**config.mk**
```make
export PLATFORM = sky130hd
export DESIGN_NAME = ps2_kbd_decoder
export DESIGN_NICKNAME = d
export VERILOG_FILES = /design/src/rtl/ps2_pkg.sv /design/src/rtl/sync_fifo.sv /design/src/rtl/ps2_kbd_decoder.sv
export SDC_FILE = /design/constraint.sdc
export NUM_CORES = 1
export LEC_CHECK = 0
export BUFFER_PORTS_ARGS = -buffer_cell sky130_fd_sc_hd__buf_4
export CAP_MARGIN = 20
export CORE_MARGIN = 2
export CORE_UTILIZATION = 64
export CTS_BUF_LIST = sky130_fd_sc_hd__clkbuf_4
export CTS_CLUSTER_DIAMETER = 60
export DETAILED_ROUTE_END_ITERATION = 8
export PLACE_DENSITY = 0.79
export RECOVER_POWER = 100
export SLEW_MARGIN = 20
export SYNTH_ARGS = -nofsm -noshare
export SYNTH_HDL_FRONTEND = slang
export SYNTH_SLANG_ARGS = --single-unit
```
**constraint.sdc**
```tcl
create_clock -name clk_in -period 3.25 [get_ports clk_in]
set_clock_uncertainty 0.15 [all_clocks]
set_input_delay 0.65 -clock clk_in [delete_from_list [all_inputs] [get_ports clk_in]]
set_output_delay 0.65 -clock clk_in [all_outputs]
set_load 0.03 [all_outputs]
```
**src/rtl/ps2_pkg.sv**
```systemverilog
// Shared types and scancode constants for the PS/2 Set-2 keyboard decoder.
package ps2_pkg;

    typedef struct packed {
        logic       released;
        logic       extended;
        logic [7:0] code;
    } kbd_event_t;

    typedef enum logic [2:0] {
        ST_IDLE,
        ST_EXT,
        ST_BRK,
        ST_EXT_BRK,
        ST_PAUSE
    } kbd_state_e;

    localparam logic [7:0] SC_EXT    = 8'hE0;
    localparam logic [7:0] SC_BRK    = 8'hF0;
    localparam logic [7:0] SC_PAUSE  = 8'hE1;

    // Keyboard status/response bytes that never represent a key.
    localparam logic [7:0] SC_ERR0   = 8'h00;
    localparam logic [7:0] SC_BAT_OK = 8'hAA;
    localparam logic [7:0] SC_ACK    = 8'hFA;
    localparam logic [7:0] SC_RESEND = 8'hFE;
    localparam logic [7:0] SC_ERR1   = 8'hFF;

    localparam logic [7:0] SC_LSHIFT = 8'h12;
    localparam logic [7:0] SC_RSHIFT = 8'h59;
    localparam logic [7:0] SC_CTRL   = 8'h14;
    localparam logic [7:0] SC_ALT    = 8'h11;
    localparam logic [7:0] SC_LGUI   = 8'h1F;
    localparam logic [7:0] SC_RGUI   = 8'h27;

    localparam logic [2:0] PAUSE_SKIP = 3'd7;

    function automatic logic is_filtered(input logic [7:0] c);
        return (c == SC_ERR0) || (c == SC_BAT_OK) || (c == SC_ACK) ||
               (c == SC_RESEND) || (c == SC_ERR1);
    endfunction

    function automatic logic is_shift(input logic [7:0] c);
        return (c == SC_LSHIFT) || (c == SC_RSHIFT);
    endfunction

endpackage

```
**src/rtl/sync_fifo.sv**
```systemverilog
// Synchronous first-word-fall-through FIFO with occupancy count.
module sync_fifo #(
    parameter int WIDTH = 10,
    parameter int DEPTH = 16,
    localparam int AW   = $clog2(DEPTH),
    localparam int CW   = AW + 1
) (
    input  logic             clk,
    input  logic             rst_n,
    input  logic             push,
    input  logic [WIDTH-1:0] push_data,
    input  logic             pop,
    output logic [WIDTH-1:0] pop_data,
    output logic [CW-1:0]    count,
    output logic             full,
    output logic             empty
);

    logic [WIDTH-1:0] mem [DEPTH];
    logic [AW-1:0]    wr_ptr;
    logic [AW-1:0]    rd_ptr;
    logic             do_push;
    logic             do_pop;

    assign empty   = (count == '0);
    assign full    = (count == CW'(DEPTH));
    assign do_pop  = pop && !empty;
    // A full FIFO still accepts a write when the head leaves on the same edge.
    assign do_push = push && (!full || do_pop);

    always_ff @(posedge clk) begin
        if (!rst_n) begin
            wr_ptr <= '0;
            rd_ptr <= '0;
            count  <= '0;
        end else begin
            if (do_push) wr_ptr <= wr_ptr + 1'b1;
            if (do_pop)  rd_ptr <= rd_ptr + 1'b1;
            count <= count + CW'(do_push) - CW'(do_pop);
        end
    end

    always_ff @(posedge clk) begin
        if (do_push) mem[wr_ptr] <= push_data;
    end

    assign pop_data = mem[rd_ptr];

endmodule

```
**src/rtl/ps2_kbd_decoder.sv**
```systemverilog
// Collapses PS/2 Set-2 scancode sequences into key events buffered in a FWFT FIFO.
// Define PS2_KBD_MODIFIERS_EN to enable held-modifier tracking on mods_out.
module ps2_kbd_decoder
    import ps2_pkg::*;
#(
    parameter int FIFO_DEPTH = 16,
    parameter int CNT_W      = $clog2(FIFO_DEPTH) + 1
) (
    input  logic             clk_in,
    input  logic             rst_in,
    input  logic             valid_in,
    input  logic [7:0]       scancode_in,
    input  logic             error_in,
    input  logic             event_ready_in,
    output logic             event_valid_out,
    output logic [9:0]       event_data_out,
    output logic [CNT_W-1:0] count_out,
    output logic             overflow_out,
    output logic [3:0]       mods_out
);

    localparam int FCW = $clog2(FIFO_DEPTH) + 1;

    kbd_state_e state, state_next;
    logic [2:0] skip_cnt, skip_next;
    logic       vld_p0;
    kbd_event_t evt_p0;
    logic       vld_p1;
    kbd_event_t evt_p1;

    logic [9:0]     head;
    logic [FCW-1:0] fifo_count;
    logic           fifo_full;
    logic           fifo_empty;

    always_comb begin
        state_next      = state;
        skip_next       = skip_cnt;
        vld_p0          = 1'b0;
        evt_p0.released = 1'b0;
        evt_p0.extended = 1'b0;
        evt_p0.code     = scancode_in;
        if (error_in) begin
            state_next = ST_IDLE;
        end else if (valid_in) begin
            case (state)
                ST_IDLE: begin
                    if (scancode_in == SC_EXT) begin
                        state_next = ST_EXT;
                    end else if (scancode_in == SC_BRK) begin
                        state_next = ST_BRK;
                    end else if (scancode_in == SC_PAUSE) begin
                        state_next = ST_PAUSE;
                        skip_next  = PAUSE_SKIP;
                    end else if (!is_filtered(scancode_in)) begin
                        vld_p0 = 1'b1;
                    end
                end
                ST_EXT: begin
                    if (scancode_in == SC_BRK) begin
                        state_next = ST_EXT_BRK;
                    end else begin
                        state_next      = ST_IDLE;
                        vld_p0          = !is_shift(scancode_in);
                        evt_p0.extended = 1'b1;
                    end
                end
                ST_BRK: begin
                    state_next      = ST_IDLE;
                    vld_p0          = 1'b1;
                    evt_p0.released = 1'b1;
                end
                ST_EXT_BRK: begin
                    state_next      = ST_IDLE;
                    vld_p0          = !is_shift(scancode_in);
                    evt_p0.released = 1'b1;
                    evt_p0.extended = 1'b1;
                end
                ST_PAUSE: begin
                    skip_next = skip_cnt - 1'b1;
                    if (skip_cnt == 3'd1) begin
                        state_next      = ST_IDLE;
                        vld_p0          = 1'b1;
                        evt_p0.extended = 1'b1;
                        evt_p0.code     = SC_PAUSE;
                    end
                end
                default: state_next = ST_IDLE;
            endcase
        end
    end

    always_ff @(posedge clk_in) begin
        if (!rst_in) begin
            state    <= ST_IDLE;
            skip_cnt <= '0;
            vld_p1   <= 1'b0;
        end else begin
            state    <= state_next;
            skip_cnt <= skip_next;
            vld_p1   <= vld_p0;
        end
    end

    // p0 -> p1: decoded event registered before entering the FIFO
    always_ff @(posedge clk_in) begin
        evt_p1 <= evt_p0;
    end

    sync_fifo #(
        .WIDTH (10),
        .DEPTH (FIFO_DEPTH)
    ) u_fifo (
        .clk       (clk_in),
        .rst_n     (rst_in),
        .push      (vld_p1),
        .push_data (evt_p1),
        .pop       (event_ready_in),
        .pop_data  (head),
        .count     (fifo_count),
        .full      (fifo_full),
        .empty     (fifo_empty)
    );

    assign event_valid_out = !fifo_empty;
    assign event_data_out  = fifo_empty ? 10'd0 : head;
    assign count_out       = CNT_W'(fifo_count);

    // A full FIFO with a pending pop still takes the write, so only drop without ready.
    always_ff @(posedge clk_in) begin
        if (!rst_in) begin
            overflow_out <= 1'b0;
        end else if (vld_p1 && fifo_full && !event_ready_in) begin
            overflow_out <= 1'b1;
        end
    end

`ifdef PS2_KBD_MODIFIERS_EN
    logic shift_l, shift_r, ctrl_l, ctrl_r, alt_l, alt_r, gui_l, gui_r;

    always_ff @(posedge clk_in) begin
        if (!rst_in) begin
            shift_l <= 1'b0;
            shift_r <= 1'b0;
            ctrl_l  <= 1'b0;
            ctrl_r  <= 1'b0;
            alt_l   <= 1'b0;
            alt_r   <= 1'b0;
            gui_l   <= 1'b0;
            gui_r   <= 1'b0;
        end else if (vld_p1) begin
            if (!evt_p1.extended) begin
                case (evt_p1.code)
                    SC_LSHIFT: shift_l <= !evt_p1.released;
                    SC_RSHIFT: shift_r <= !evt_p1.released;
                    SC_CTRL:   ctrl_l  <= !evt_p1.released;
                    SC_ALT:    alt_l   <= !evt_p1.released;
                    default: ;
                endcase
            end else begin
                case (evt_p1.code)
                    SC_CTRL: ctrl_r <= !evt_p1.released;
                    SC_ALT:  alt_r  <= !evt_p1.released;
                    SC_LGUI: gui_l  <= !evt_p1.released;
                    SC_RGUI: gui_r  <= !evt_p1.released;
                    default: ;
                endcase
            end
        end
    end

    assign mods_out = {gui_l | gui_r, alt_l | alt_r, ctrl_l | ctrl_r, shift_l | shift_r};
`else
    assign mods_out = 4'b0;
`endif

endmodule

```
# Yosys cells after proc, flatten, opt, wreduce, memory -nomap -nowiden
# Memories as Yosys holds them, arrays and structs flattened. A register that Yosys moved wholly into a read port is not among the register bits.
# Index checks and enable logic that the tools add are counted.
# totals
reg_bits	31
mem_bits_rw	160
word_cells	92
memories	1
# memory_table
memory	words	word_bits	rd	rd_ports_with_merged_regs	wr	line_no	rtl
u_fifo.mem	16	10	1	1	1	sync_fifo.sv:19	logic [WIDTH-1:0] mem [DEPTH];
# op_classes
n_addsub	5
eq_ne	20
mux	29
bitwise_logic	3
n_reduce_logical	24
# op_table
cell	count
8-bit == test, second input constant	7
8-bit two-way mux	3
3-bit two-way mux	7
1-bit two-way mux	10
10-bit two-way mux	1
9-bit two-way mux	1
3-bit case mux with 3 select lines	1
4-bit by 1-bit adder with 4-bit output, second input constant	2
8-bit by 5-bit == test with 1-bit output, second input constant	1
8-bit by 7-bit == test with 1-bit output, second input constant	1
8-bit zero test	1
4-bit two-way mux	2
2-bit != test, second input constant	4
3-bit by 1-bit == test with 1-bit output, second input constant	2
3-bit by 2-bit == test with 1-bit output, second input constant	2
1-bit logical OR	6
3-bit case mux with 2 select lines	1
6-bit AND reduction	1
2-bit OR reduction	3
5-bit by 1-bit adder with 5-bit output	1
5-bit == test, second input constant	1
5-bit zero test	1
1-bit case mux with 5 select lines	1
5-bit by 1-bit subtractor with 5-bit output	1
12 further kinds	20

# Logic depth before layout (Yosys ltp)
# depth
ltp_word	10
mapped_depth	15
ltp_nobuf	14

# Cells and area by module
# From an unflattened synthesis, not the netlist that was laid out.
# hier_totals
cells_unflattened	479
hier_area_um2	8029.0
# by_module_without_submodules
mod	instances	cells_per_inst	area_each_um2	seq_area_each_um2
sync_fifo	1	358	7013.0	5144.9
ps2_kbd_decoder	1	121	1016.0	360.3

# Worst setup path before layout
# No wires, ideal clock.
# synth_timing
path_type	register to register
from	register u_fifo.count[3]
to	register u_fifo.count[4]
setup_time_ns	0.121
arrival_ns	2.829
required_time_ns	2.979
path_slack_ns	0.150
path_stages_with_launch	16
path_cell_list	dfxtp_1 inv_1 ha_1 or4b_1 buf_2 nand2_2 inv_2 ha_1 inv_1 ha_1 inv_1 fa_1 nand2b_1 a21oi_1 o21ai_0 nor3b_1
# synth_via
elab_chain_cells	7
elab_cells_between_ends	9
classes_between	2 x add/sub; 1 x eq/ne; 6 x reduce/logical
# synth_lines
item	line_no	rtl
start: declaration	sync_fifo.sv:14	output logic [CW-1:0] count,
start signal: assignment	sync_fifo.sv:39	count <= count + CW'(do_push) - CW'(do_pop);
5-bit zero test *	sync_fifo.sv:25	assign empty = (count == '0);
1-bit zero test *	n/a	
named net event_valid_out	ps2_kbd_decoder.sv:15	output logic event_valid_out,
1-bit logical AND *	sync_fifo.sv:27	assign do_pop = pop && !empty;
1-bit logical OR	sync_fifo.sv:29	assign do_push = push && (!full || do_pop);
1-bit logical AND	sync_fifo.sv:29	
5-bit by 1-bit adder with 5-bit output	sync_fifo.sv:39	
5-bit by 1-bit subtractor with 5-bit output *	sync_fifo.sv:39	
# The timed path passes the listed nets; every way through them passes the cells marked *.
# A chain may end at the register's enable or synchronous reset.

==> run_results.csv <==
group,metric,value,unit
outcome,status,"finished clean",
sta,period_minus_slack,3144,ps
setup_path,critPathArrivalTime,2340,ps
sta,setup_tns,0,ps
grt,grt_pass1_vias,4189,
placed_design,io_buffer_count,29,
power,power,5.696,mW
logic_synthesis,ys_types,60,
worst_hold_path,worst_hold_path.endpoint,"evt_p1[9]$_SDFF_PP0_",
setup_path,crit_fanout,16,
worst_hold_path,hold_class,"primary input to flip-flop",
sta,setup_viol,0,
clocking,clockBufferDepth,2,
clocking,root_buffer,"clkbuf_4",
setup_path,required,2450,ps
logic_synthesis,async_reset_ff_frac,0,
setup_path,worstPathCellList,"bufbuf_16 -> mux4_2 -> mux2i_1 -> o22ai_1 -> buf_4",
power,pwr-share-comb,0.277,
logic_synthesis,synth_seq_cells,195,
floorplanning,die_w,115.0,um
layout,n_antenna_cell,0,
power,p_sw,1.679,mW
clocking,cts.sinks,195,
flow_run,cap_violations,0,
floorplanning,pin_count,34,
logic_synthesis,synth_top_cell_area_share,0.6093,
detailed_routing,dr.pass1.iters,5,
setup_path,worst-setup-path-type,"flip-flop to output port",
power,power_frac_seq,0.498,
sta,worst_slew_pin_slew,1057,ps
setup_path,rr_endpoint,"u_fifo.count[4]$_SDFF_PN0_",
sta,period_share,0.9673,
layout,drive_gt1_frac,0.2160,
clocking,cts_max_level,4,
clocking,hold_buffers,0,
logic_synthesis,yosysTopAreaCell,"edfxtp_1",
logic_synthesis,netlist_area,0.007885,mm2
grt,grt_max_degree,41,
detailed_routing,wirelength,14730,um
detailed_routing,ant_nets,0,
setup_path,r2r_start,"u_fifo.count[3]$_SDFF_PN0_",
floorplanning,fp.coreArea,0.01201,mm2
setup_path,critPathTopFamily,"multiplexers",
power,leakage,2.812,nW
detailed_routing,viasPerCell,6.245,
sta,clock.fmax,0.3181,GHz
grt,grt.overflow.total,0,
layout,syn_to_final_growth,8.965,%
detailed_routing,num_vias,4128,
floorplanning,initial_core_util,0.6565,
setup_path,r2r_slack,230,ps
power,clkPwrFrac,0.224,
setup_path,r2r_cells,14,
setup_path,start_kind,"flip-flop",
detailed_routing,drc,0,
clocking,cts_tree,"done",
grt,grt_first_pass_wirelength,23050,um
logic_synthesis,syn_avg_cell_area,17.44,um2
floorplanning,fp-row-count,40,
power,power_density,662.9,mW/mm2
logic_synthesis,synthTopCellsByCount,"160 x edfxtp_1, 40 x mux4_2, 35 x dfxtp_1",
logic_synthesis,synth_ff_type,"edfxtp_1",
sta,drv_slew,0,
worst_hold_path,min_path_cells,2,
setup_path,cp_slowest_cell,"mux4_2",
floorplanning,die_h,115.0,um
sta,hold_viol,0,
detailed_routing,wl_per_cell,22.29,um
placed_design,hpwlAfterDp,9686,um
setup_path,path_buf_inv,2,
grt,grt_usage,0.2415,
layout,utilization,0.7153,
clocking,clk_latency,570,ps
floorplanning,die_area,0.01322,mm2
detailed_routing,first_iter_violations,447,
sta,slew_headroom,0.2924,
power,sw_frac_of_total,0.2948,
logic_synthesis,yosysMostFrequentCell,"edfxtp_1",
clocking,post_cts.repair.setup_buffers,0,
clocking,cts_buffers,17,
setup_path,max_stage_delay,510,ps
clocking,clkTransAtPathRegs,130,ps
power,irDropWorstVdd,0.4905,mV
grt,antenna_found_initial,0,
power,p_int,4.016,mW
layout,nets,528,
worst_hold_path,hp-start,"error_in",
logic_synthesis,synthTopCellsByArea,"edfxtp_1 61%, mux4_2 11%, dfxtp_1 8.9%",
layout,final_area,0.008592,mm2
logic_synthesis,ys.warnings.count,0,
logic_synthesis,synth_edf_count,160,
logic_synthesis,seq_area_frac_synth,0.6982,
placed_design,gp_congestion,0.8326,
logic_synthesis,synthCells,452,
setup_path,end_kind,"output port",
placed_design,placed_area,0.008320,mm2
sta,rsz0062_at_grt,"false",
==> what timing repair did <==
action                     CTS  global route
gates resized for setup      3             7
gates cloned                 1             1
setup endpoints to repair   10            10
==> layout make-up <==
class	instances	area [um2]
inverter	17	63.81
tap	147	183.9
clock buffer	19	142.6
fill	772	3420
sequential	195	5509
clock inverter	13	141.4
timing repair buffer	47	337.8
multi-input combinational	223	2213
==> state kept, by name (all words and copies together) (netlist names), named ones only <==
name / cells
skip_cnt: 3
evt_p1: 10
state: 3
overflow_out: 1
u_fifo.rd_ptr: 4
u_fifo.wr_ptr: 4
u_fifo.mem: 160
u_fifo.count: 5
vld_p1: 1
==> worst register-to-register path, delay by kind of cell (launching register included) <==
family | cells | cell delay [ps]
buf+inv | 4 | 240
flops | 1 | 350
compound gates | 2 | 260
simple gates | 4 | 920
fa+ha+maj | 4 | 970
==> through the flow <==
step,hold WS (ps),setup WS [ps],instances
after floorplan,290.5,149.9,455
after global placement,296.3,368.8,627
after detailed placement,302.8,253.1,627
after CTS,86.94,28.99,660
after global routing,86.86,6.348,661
final,115.8,106.3,661
==> how the worst max path moves through the flow <==
stage / to / depth (start not counted)
finish: event_data_out[6] / 5
global route: event_data_out[6] / 5
CTS: event_data_out[3] / 5
detailed placement: u_fifo.count[4]$_SDFF_PN0_ / 14
global placement: u_fifo.count[4]$_SDFF_PN0_ / 14
floorplan: u_fifo.count[4]$_SDFF_PN0_ / 15
==> metal layers <==
metal / routed length [um] / GRT usage
met1: 6001 / 0.3157
met2: 7422 / 0.3996
met3: 1002 / 0.06009
met4: 304 / 0.08916
met5: 0 / 0
==> cell families (layout without fill, tap and decap cells) <==
logic type	count (synthesis)	count (layout)	share of synthesized area
compound gates	42	42	0.03697
xor+xnor	8	8	0.009839
fa+ha+maj	14	14	0.02317
buf+inv	38	96	0.02475
flops	195	195	0.6982
mux	60	60	0.1396
other cells	1	4	0.0004756
simple gates	94	95	0.06696
==> power groups by stage <==
stage	Combinational (mW)	Clock, mW	Sequential, mW
global route	1.70	1.40	2.85
CTS	1.60	1.30	2.84
floorplan	1.10	0	2.91
global placement	1.51	0	2.88
detailed placement	1.54	0	2.88
finish	1.58	1.28	2.84
==> placed cells by master, fill, tap and decap left out, drive strengths merged, types with 2 or more instances in the layout <==
| master | netlist | final |
|---|---|---|
| xor2 | 5 | 5 |
| or4b | 2 | 2 |
| clkinv | 0 | 9 |
| mux4 | 40 | 40 |
| bufinv | 0 | 3 |
| mux2i | 20 | 20 |
| inv | 17 | 16 |
| nor2 | 27 | 27 |
| nand3b | 3 | 3 |
| o21a | 3 | 3 |
| edfxtp | 160 | 160 |
| o21ai | 8 | 8 |
| nor3b | 2 | 2 |
| clkbuf | 6 | 38 |
| buf | 15 | 27 |
| or2 | 3 | 3 |
| and3 | 2 | 2 |
| nor4b | 3 | 3 |
| dfxtp | 35 | 35 |
| o211ai | 2 | 2 |
| clkinvlp | 0 | 2 |
| o22ai | 11 | 11 |
| nor3 | 5 | 5 |
| nand2b | 6 | 7 |
| xnor2 | 3 | 3 |
| nand3 | 6 | 6 |
| ha | 13 | 13 |
| nand2 | 15 | 15 |
| and2 | 2 | 2 |
| a21oi | 6 | 6 |
| nor4 | 2 | 2 |
| conb | 1 | 4 |
| nor2b | 7 | 7 |
| or3 | 2 | 2 |
| a31oi | 3 | 3 |
No activity file was read; power rests on OpenSTA's default activity.
